File: config.mk
export PLATFORM = sky130hd
export DESIGN_NAME = motoro3_run_seq
export DESIGN_NICKNAME = d
export VERILOG_FILES = /design/src/rtl/motoro3_run_seq.sv
export SDC_FILE = /design/constraint.sdc
export NUM_CORES = 1
export LEC_CHECK = 0
export CORE_ASPECT_RATIO = 0.75
export CORE_MARGIN = 4
export CORE_UTILIZATION = 45
export CTS_CLUSTER_DIAMETER = 80
export DETAILED_ROUTE_END_ITERATION = 6
export REMOVE_ABC_BUFFERS = 1
export SETUP_SLACK_MARGIN = 0.2
export SYNTH_ARGS = -nofsm -noshare
export SYNTH_HDL_FRONTEND = slang
export SYNTH_SLANG_ARGS = --single-unit
File: constraint.sdc
create_clock -name clkI -period 8.5 [get_ports clkI]
set_input_delay 1.275 -clock clkI [delete_from_list [all_inputs] [get_ports clkI]]
set_output_delay 1.275 -clock clkI [all_outputs]
set_load 0.01 [all_outputs]
File: src/rtl/motoro3_run_seq.sv
// motoro3_run_seq: turns operator buttons into run/direction/frequency commands for the 3-phase core.
// Optional input debounce filter: define MOTORO3_RUN_SEQ_DEBOUNCE_EN.
module motoro3_run_seq #(
    parameter int FREQ_W   = 8,
    parameter int FREQ_MIN = 10,
    parameter int FREQ_MAX = 200,
    parameter int STEP     = 5,
    parameter int RAMP_DIV = 1000,
    parameter int DWELL    = 50,
    parameter int DEB_CYC  = 20000
) (
    input  logic              clkI,
    input  logic              rstI,
    input  logic              m3startI,
    input  logic              m3forceStopI,
    input  logic              m3invRotateI,
    input  logic              m3freqINCi,
    input  logic              m3freqDECi,
    output logic              runO,
    output logic              dirO,
    output logic [FREQ_W-1:0] freqO,
    output logic [FREQ_W-1:0] tgtO,
    output logic [2:0]        stateO,
    output logic              busyO
);
    localparam int NB  = 5;
    localparam int PW  = $clog2(RAMP_DIV + 1);
    localparam int DWW = $clog2(DWELL + 1);
    localparam int XW  = FREQ_W + 1;
    localparam logic [XW-1:0] FMIN_X = XW'(FREQ_MIN);
    localparam logic [XW-1:0] FMAX_X = XW'(FREQ_MAX);
    localparam logic [XW-1:0] STEP_X = XW'(STEP);
    localparam int EV_START = 0, EV_FSTOP = 1, EV_INV = 2, EV_INC = 3, EV_DEC = 4;

    if (FREQ_MIN > FREQ_MAX || FREQ_MAX >= (1 << FREQ_W) || STEP < 1 ||
        RAMP_DIV < 1 || DWELL < 1 || DEB_CYC < 1) begin : g_cfg_err
        $error("motoro3_run_seq: invalid parameter set");
    end

    typedef enum logic [2:0] {
        S_IDLE      = 3'd0,
        S_RUN       = 3'd1,
        S_STOPPING  = 3'd2,
        S_REV_DOWN  = 3'd3,
        S_REV_DWELL = 3'd4
    } state_e;

    logic [NB-1:0] btn, sync1_q, sync2_q, lvl, prev_q, ev;
    assign btn = {m3freqDECi, m3freqINCi, m3invRotateI, m3forceStopI, m3startI};

    always_ff @(posedge clkI or posedge rstI) begin
        if (rstI) begin
            sync1_q <= '0;
            sync2_q <= '0;
            prev_q  <= '0;
        end else begin
            sync1_q <= btn;
            sync2_q <= sync1_q;
            prev_q  <= lvl;
        end
    end

`ifdef MOTORO3_RUN_SEQ_DEBOUNCE_EN
    localparam int DBW = $clog2(DEB_CYC + 1);
    logic [NB-1:0]          flt_q;
    logic [NB-1:0][DBW-1:0] deb_q;

    // Filtered level follows the synchronised input only after DEB_CYC stable cycles.
    always_ff @(posedge clkI or posedge rstI) begin
        if (rstI) begin
            flt_q <= '0;
            deb_q <= '0;
        end else begin
            for (int i = 0; i < NB; i++) begin
                if (sync2_q[i] == flt_q[i]) begin
                    deb_q[i] <= '0;
                end else if (deb_q[i] == DBW'(DEB_CYC - 1)) begin
                    flt_q[i] <= sync2_q[i];
                    deb_q[i] <= '0;
                end else begin
                    deb_q[i] <= deb_q[i] + 1'b1;
                end
            end
        end
    end
    assign lvl = flt_q;
`else
    assign lvl = sync2_q;
`endif

    assign ev = lvl & ~prev_q;

    logic [PW-1:0] pre_q;
    logic          tick;
    assign tick = (pre_q == PW'(RAMP_DIV - 1));

    always_ff @(posedge clkI or posedge rstI) begin
        if (rstI)      pre_q <= '0;
        else if (tick) pre_q <= '0;
        else           pre_q <= pre_q + 1'b1;
    end

    state_e            state_q, state_d;
    logic              run_q, run_d, dir_q, dir_d, busy_q, busy_d;
    logic [FREQ_W-1:0] freq_q, freq_d, tgt_q, tgt_d;
    logic [DWW-1:0]    dwell_q, dwell_d;

    // Extended-width arithmetic so +/-STEP never wraps.
    logic [XW-1:0] t_ext, f_ext, t_inc, t_dec, f_dn, f_slew;
    logic          at_min;
    assign t_ext  = {1'b0, tgt_q};
    assign f_ext  = {1'b0, freq_q};
    assign t_inc  = (t_ext + STEP_X > FMAX_X) ? FMAX_X : t_ext + STEP_X;
    assign t_dec  = (t_ext < FMIN_X + STEP_X) ? FMIN_X : t_ext - STEP_X;
    assign f_dn   = (f_ext < FMIN_X + STEP_X) ? FMIN_X : f_ext - STEP_X;
    assign f_slew = (t_ext > f_ext + STEP_X) ? f_ext + STEP_X :
                    (f_ext > t_ext + STEP_X) ? f_ext - STEP_X : t_ext;
    assign at_min = (f_ext <= FMIN_X);

    always_comb begin
        state_d = state_q;
        run_d   = run_q;
        dir_d   = dir_q;
        freq_d  = freq_q;
        dwell_d = dwell_q;
        tgt_d   = tgt_q;
        if (ev[EV_INC] && !ev[EV_DEC])      tgt_d = t_inc[FREQ_W-1:0];
        else if (ev[EV_DEC] && !ev[EV_INC]) tgt_d = t_dec[FREQ_W-1:0];

        if (ev[EV_FSTOP]) begin
            state_d = S_IDLE;
            run_d   = 1'b0;
            freq_d  = '0;
            dwell_d = '0;
        end else begin
            case (state_q)
                S_IDLE: begin
                    if (ev[EV_START]) begin
                        state_d = S_RUN;
                        run_d   = 1'b1;
                        freq_d  = FMIN_X[FREQ_W-1:0];
                    end else if (ev[EV_INV]) begin
                        dir_d = ~dir_q;
                    end
                end
                S_RUN: begin
                    if (ev[EV_START])    state_d = S_STOPPING;
                    else if (ev[EV_INV]) state_d = S_REV_DOWN;
                    else if (tick)       freq_d  = f_slew[FREQ_W-1:0];
                end
                S_STOPPING: begin
                    if (ev[EV_START]) begin
                        state_d = S_RUN;
                    end else if (tick) begin
                        if (at_min) begin
                            state_d = S_IDLE;
                            run_d   = 1'b0;
                            freq_d  = '0;
                        end else begin
                            freq_d = f_dn[FREQ_W-1:0];
                        end
                    end
                end
                S_REV_DOWN: begin
                    if (tick) begin
                        if (at_min) begin
                            state_d = S_REV_DWELL;
                            run_d   = 1'b0;
                            freq_d  = '0;
                            dwell_d = '0;
                        end else begin
                            freq_d = f_dn[FREQ_W-1:0];
                        end
                    end
                end
                S_REV_DWELL: begin
                    if (tick) begin
                        if (dwell_q == DWW'(DWELL - 1)) begin
                            state_d = S_RUN;
                            run_d   = 1'b1;
                            dir_d   = ~dir_q;
                            freq_d  = FMIN_X[FREQ_W-1:0];
                            dwell_d = '0;
                        end else begin
                            dwell_d = dwell_q + 1'b1;
                        end
                    end
                end
                default: begin
                    state_d = S_IDLE;
                    run_d   = 1'b0;
                    freq_d  = '0;
                    dwell_d = '0;
                end
            endcase
        end
        busy_d = (state_d != S_IDLE) && ((state_d != S_RUN) || (freq_d != tgt_d));
    end

    always_ff @(posedge clkI or posedge rstI) begin
        if (rstI) begin
            state_q <= S_IDLE;
            run_q   <= 1'b0;
            dir_q   <= 1'b0;
            freq_q  <= '0;
            tgt_q   <= FMIN_X[FREQ_W-1:0];
            dwell_q <= '0;
            busy_q  <= 1'b0;
        end else begin
            state_q <= state_d;
            run_q   <= run_d;
            dir_q   <= dir_d;
            freq_q  <= freq_d;
            tgt_q   <= tgt_d;
            dwell_q <= dwell_d;
            busy_q  <= busy_d;
        end
    end

    assign runO   = run_q;
    assign dirO   = dir_q;
    assign freqO  = freq_q;
    assign tgtO   = tgt_q;
    assign stateO = state_q;
    assign busyO  = busy_q;
endmodule

==> results.cfg <==
[clock_network]
clock_latency_ns = 0.30
numCtsBuffers = 5
clock_path_buffers = 2
path_clk_slew_ns = 0.07
cts_tree = done
cts_setup_buffers = 0
cts.sinks = 53
root_buffer = clkbuf_16
ctsHoldBuffers = 0
htreeDepth = 2
cts_resized = 0

[timing]
grt_setup_unrepaired = false
post-route-period-util_pct = 51.9
final-hold-violation-count = 0
finalSetupViolations = 0
skew_ns = 0.00471
worst_pin_slew_ns = 0.860
max_freq_mhz = 227
setup_tns_ns = 0
relSlewSlack_pct = 41.2
final-max-slew-violation-count = 0
fin_crit_ns = 4.41

[yosys]
yosysTopAreaCell = dfrtp_1
synth_area_per_cell_um2 = 8.47
synth.distinct_cells = 71
synth_area_leaders = dfrtp_1 31%, ha_1 6.7%, xnor2_1 4.7%, nor2_1 4.0%, a21oi_1 3.9%
syn_area_um2 = 4100
synthDominantCellAreaShare_pct = 31.1
ys.flop_type = dfrtp_1
synth_edf_count = 0
synth_async_sr_flop_share_pct = 100
synthCells = 484
synth_warnings = 0
synth_seq_cells = 53
synth-seq-area-share_pct = 32.4

[status]
status = finished, final reports clean

[power_and_ir_drop]
p_switching_w = 0.000611
power_frac_clock_pct = 18.0
swShare_pct = 45.9
combPwrFrac_pct = 52.4
power_leakage_nw = 1.87
ir_drop_uv = 85.4
pwr-share-seq_pct = 29.6
p_int_w = 0.000721
p_per_area_nw_per_um2 = 290

[die]
core_area_um2 = 8670
die_h_um = 90.6
die_x_um = 118
die_area_um2 = 10700
start_util_pct = 47.3
io_pins = 29
rows = 29

[worst_hold_path]
hp-class = register to register

[place]
gp_congestion = 0.912
hpwlAfterDp_um = 8410
placed_area_um2 = 4420
io_buffers = 28

[grt]
grt_pass1_wl_um = 19200
first_global_vias = 3627
grt-ovfl-total = 0
grt_max_degree = 54
antenna_found_initial = 0
track_usage_pct = 22.0

[worst_setup_path]
required_ns = 8.69
slowest_stage = dfstp_2
worstSetupPathType = register to register
endpoint_kind = register
max_stage_delay_ns = 0.64
critical_path_arrival_ns = 4.60
crit_buf_inv = 1
cp-start-kind = register
cp_top_family = compound AO/OA/AOI/OAI gates
critical_path.max_fanout = 11
path_cells = ha_1, o21ai_0, xor2_1, ha_1, inv_1, a2111oi_0, nor4_1, a32o_1, or2_1, a311o_1, nor4b_4, a2111oi_4, nand4b_1, o32a_1
cp_common_cell = ha_1

[layout]
area_growth_pct = 11.9
nets = 527
multi_input_area_um2 = 2540
final_util_pct = 52.9
insertedDiodeCount = 0
fin_area_um2 = 4590
final-seq-area_um2 = 1330
drive_gt1_share_pct = 5.41
nFillCells = 798

[route]
wl_per_cell_um = 19.1
ant_nets = 0
route.detailed.drc = 0
drt-pass1-iter-count = 5
postRouteWirelength_um = 11600
vias_per_cell = 6.34
drtIter0Drc = 603
dr_total_vias = 3846

[job]
cap_violations = 0
==> cell type report <==
cell class	count	area share (%)
Clock inverter	3	0.955
Inverter	28	2.29
Clock buffer	5	2.73
Sequential cell	53	29.0
Tap cell	108	2.95
Timing Repair Buffer	32	6.76
Multi-Input combinational cell	378	55.3
==> worst reg2reg max path: stages (launching register included) <==
cell and delay (ns):
dfstp_2 0.64, ha_1 0.31, o21ai_0 0.13, xor2_1 0.21, ha_1 0.39, inv_1 0.08
a2111oi_0 0.42, nor4_1 0.11, a32o_1 0.38, or2_1 0.37, a311o_1 0.43, nor4b_4 0.16
a2111oi_4 0.21, nand4b_1 0.16, o32a_1 0.31
==> registers in the layout, indices dropped and copies added, names as in the netlist <==
name / cells
lvl: 5
stateO: 3
sync1_q: 5
freqO: 8
runO: 1
dwell_q: 6
prev_q: 5
tgtO: 8
pre_q: 10
busyO: 1
dirO: 1
==> per-stage QoR <==
stage          power [W]  hold slack (ns)  std cells  setup WS, ns
6_report         0.00133            0.351        607          4.09
4_1_cts          0.00132            0.352        607          4.18
5_1_grt          0.00142            0.355        607          3.88
3_5_place_dp     0.00108            0.336        599          4.22
2_1_floorplan   0.000837            0.331        459          4.60
3_3_place_gp     0.00108            0.332        599          4.24
==> power groups by stage <==
stage,sequential (W),combinational (W),clock (W)
after floorplan,0.000373,0.000465,0
after global placement,0.000395,0.000681,0
after detailed placement,0.000395,0.000681,0
after CTS,0.000390,0.000684,0.000246
after global routing,0.000403,0.000763,0.000257
final,0.000394,0.000698,0.000240
==> worst paths after layout <==
| path | depth (start not counted) | end | startpoint | slack, ns |
|---|---|---|---|---|
| setup / recovery | 14 | busyO | tgtO[1] | 4.09 |
| hold / removal | 0 | lvl[0] | sync1_q[0] | 0.35 |
| setup reg to reg | 14 | busyO | tgtO[1] | 4.09 |
| hold reg to reg | 0 | lvl[0] | sync1_q[0] | 0.35 |
| max in group asynchronous | 3 | freqO[0] | rstI | 6.54 |
| min in group asynchronous | 3 | pre_q[2] | rstI | 1.49 |
==> placed cells by master, fill, tap and decap left out, drive strengths merged, types with 4 or more instances in the layout <==
master / synthesis / layout
nor4: 6 / 6
o21ai: 20 / 20
xor2: 14 / 14
o221ai: 5 / 5
xnor2: 22 / 22
nor2: 45 / 45
ha: 22 / 22
a21oi: 32 / 32
a22oi: 5 / 5
o31ai: 5 / 5
a2111oi: 4 / 4
nor3: 20 / 20
nand4: 6 / 6
and2: 5 / 5
o22ai: 7 / 7
o211ai: 5 / 5
or3: 9 / 9
nand2: 31 / 31
a31oi: 8 / 8
nor2b: 11 / 11
buf: 10 / 4
a21o: 7 / 7
nand3: 22 / 22
dfrtp: 51 / 51
or2: 4 / 4
clkdlybuf4s50: 0 / 28
o2111ai: 4 / 4
nand2b: 6 / 6
a211oi: 4 / 4
clkbuf: 15 / 5
inv: 28 / 29
==> cell families (layout without fill, tap and decap cells) <==
group | count (synthesis) | after routing | share of synthesized area, %
AO/OA/AOI/OAI | 135 | 135 | 23.8
adder cells (fa/ha/maj) | 23 | 23 | 6.96
buffers and inverters | 53 | 68 | 5.62
AND/OR/NAND/NOR | 181 | 181 | 22.7
multiplexers | 3 | 3 | 0.733
XOR/XNOR | 36 | 36 | 7.69
flip-flops | 53 | 53 | 32.4
==> synthesized netlist by cell type, types with 14 or more instances <==
master	number
nor2_1	44
xnor2_1	22
nand3_1	22
inv_1	28
nor3_1	20
clkbuf_1	14
nand2_1	31
o21ai_0	19
dfrtp_1	51
xor2_1	14
ha_1	22
a21oi_1	32
==> routing by layer <==
metal,global-route usage (%),part of all wire (%)
met1,33.0,47
met2,31.7,42
met3,5.89,10
met4,4.20,0.88
met5,0,0
Note: power is estimated with default switching activity, not from simulation.
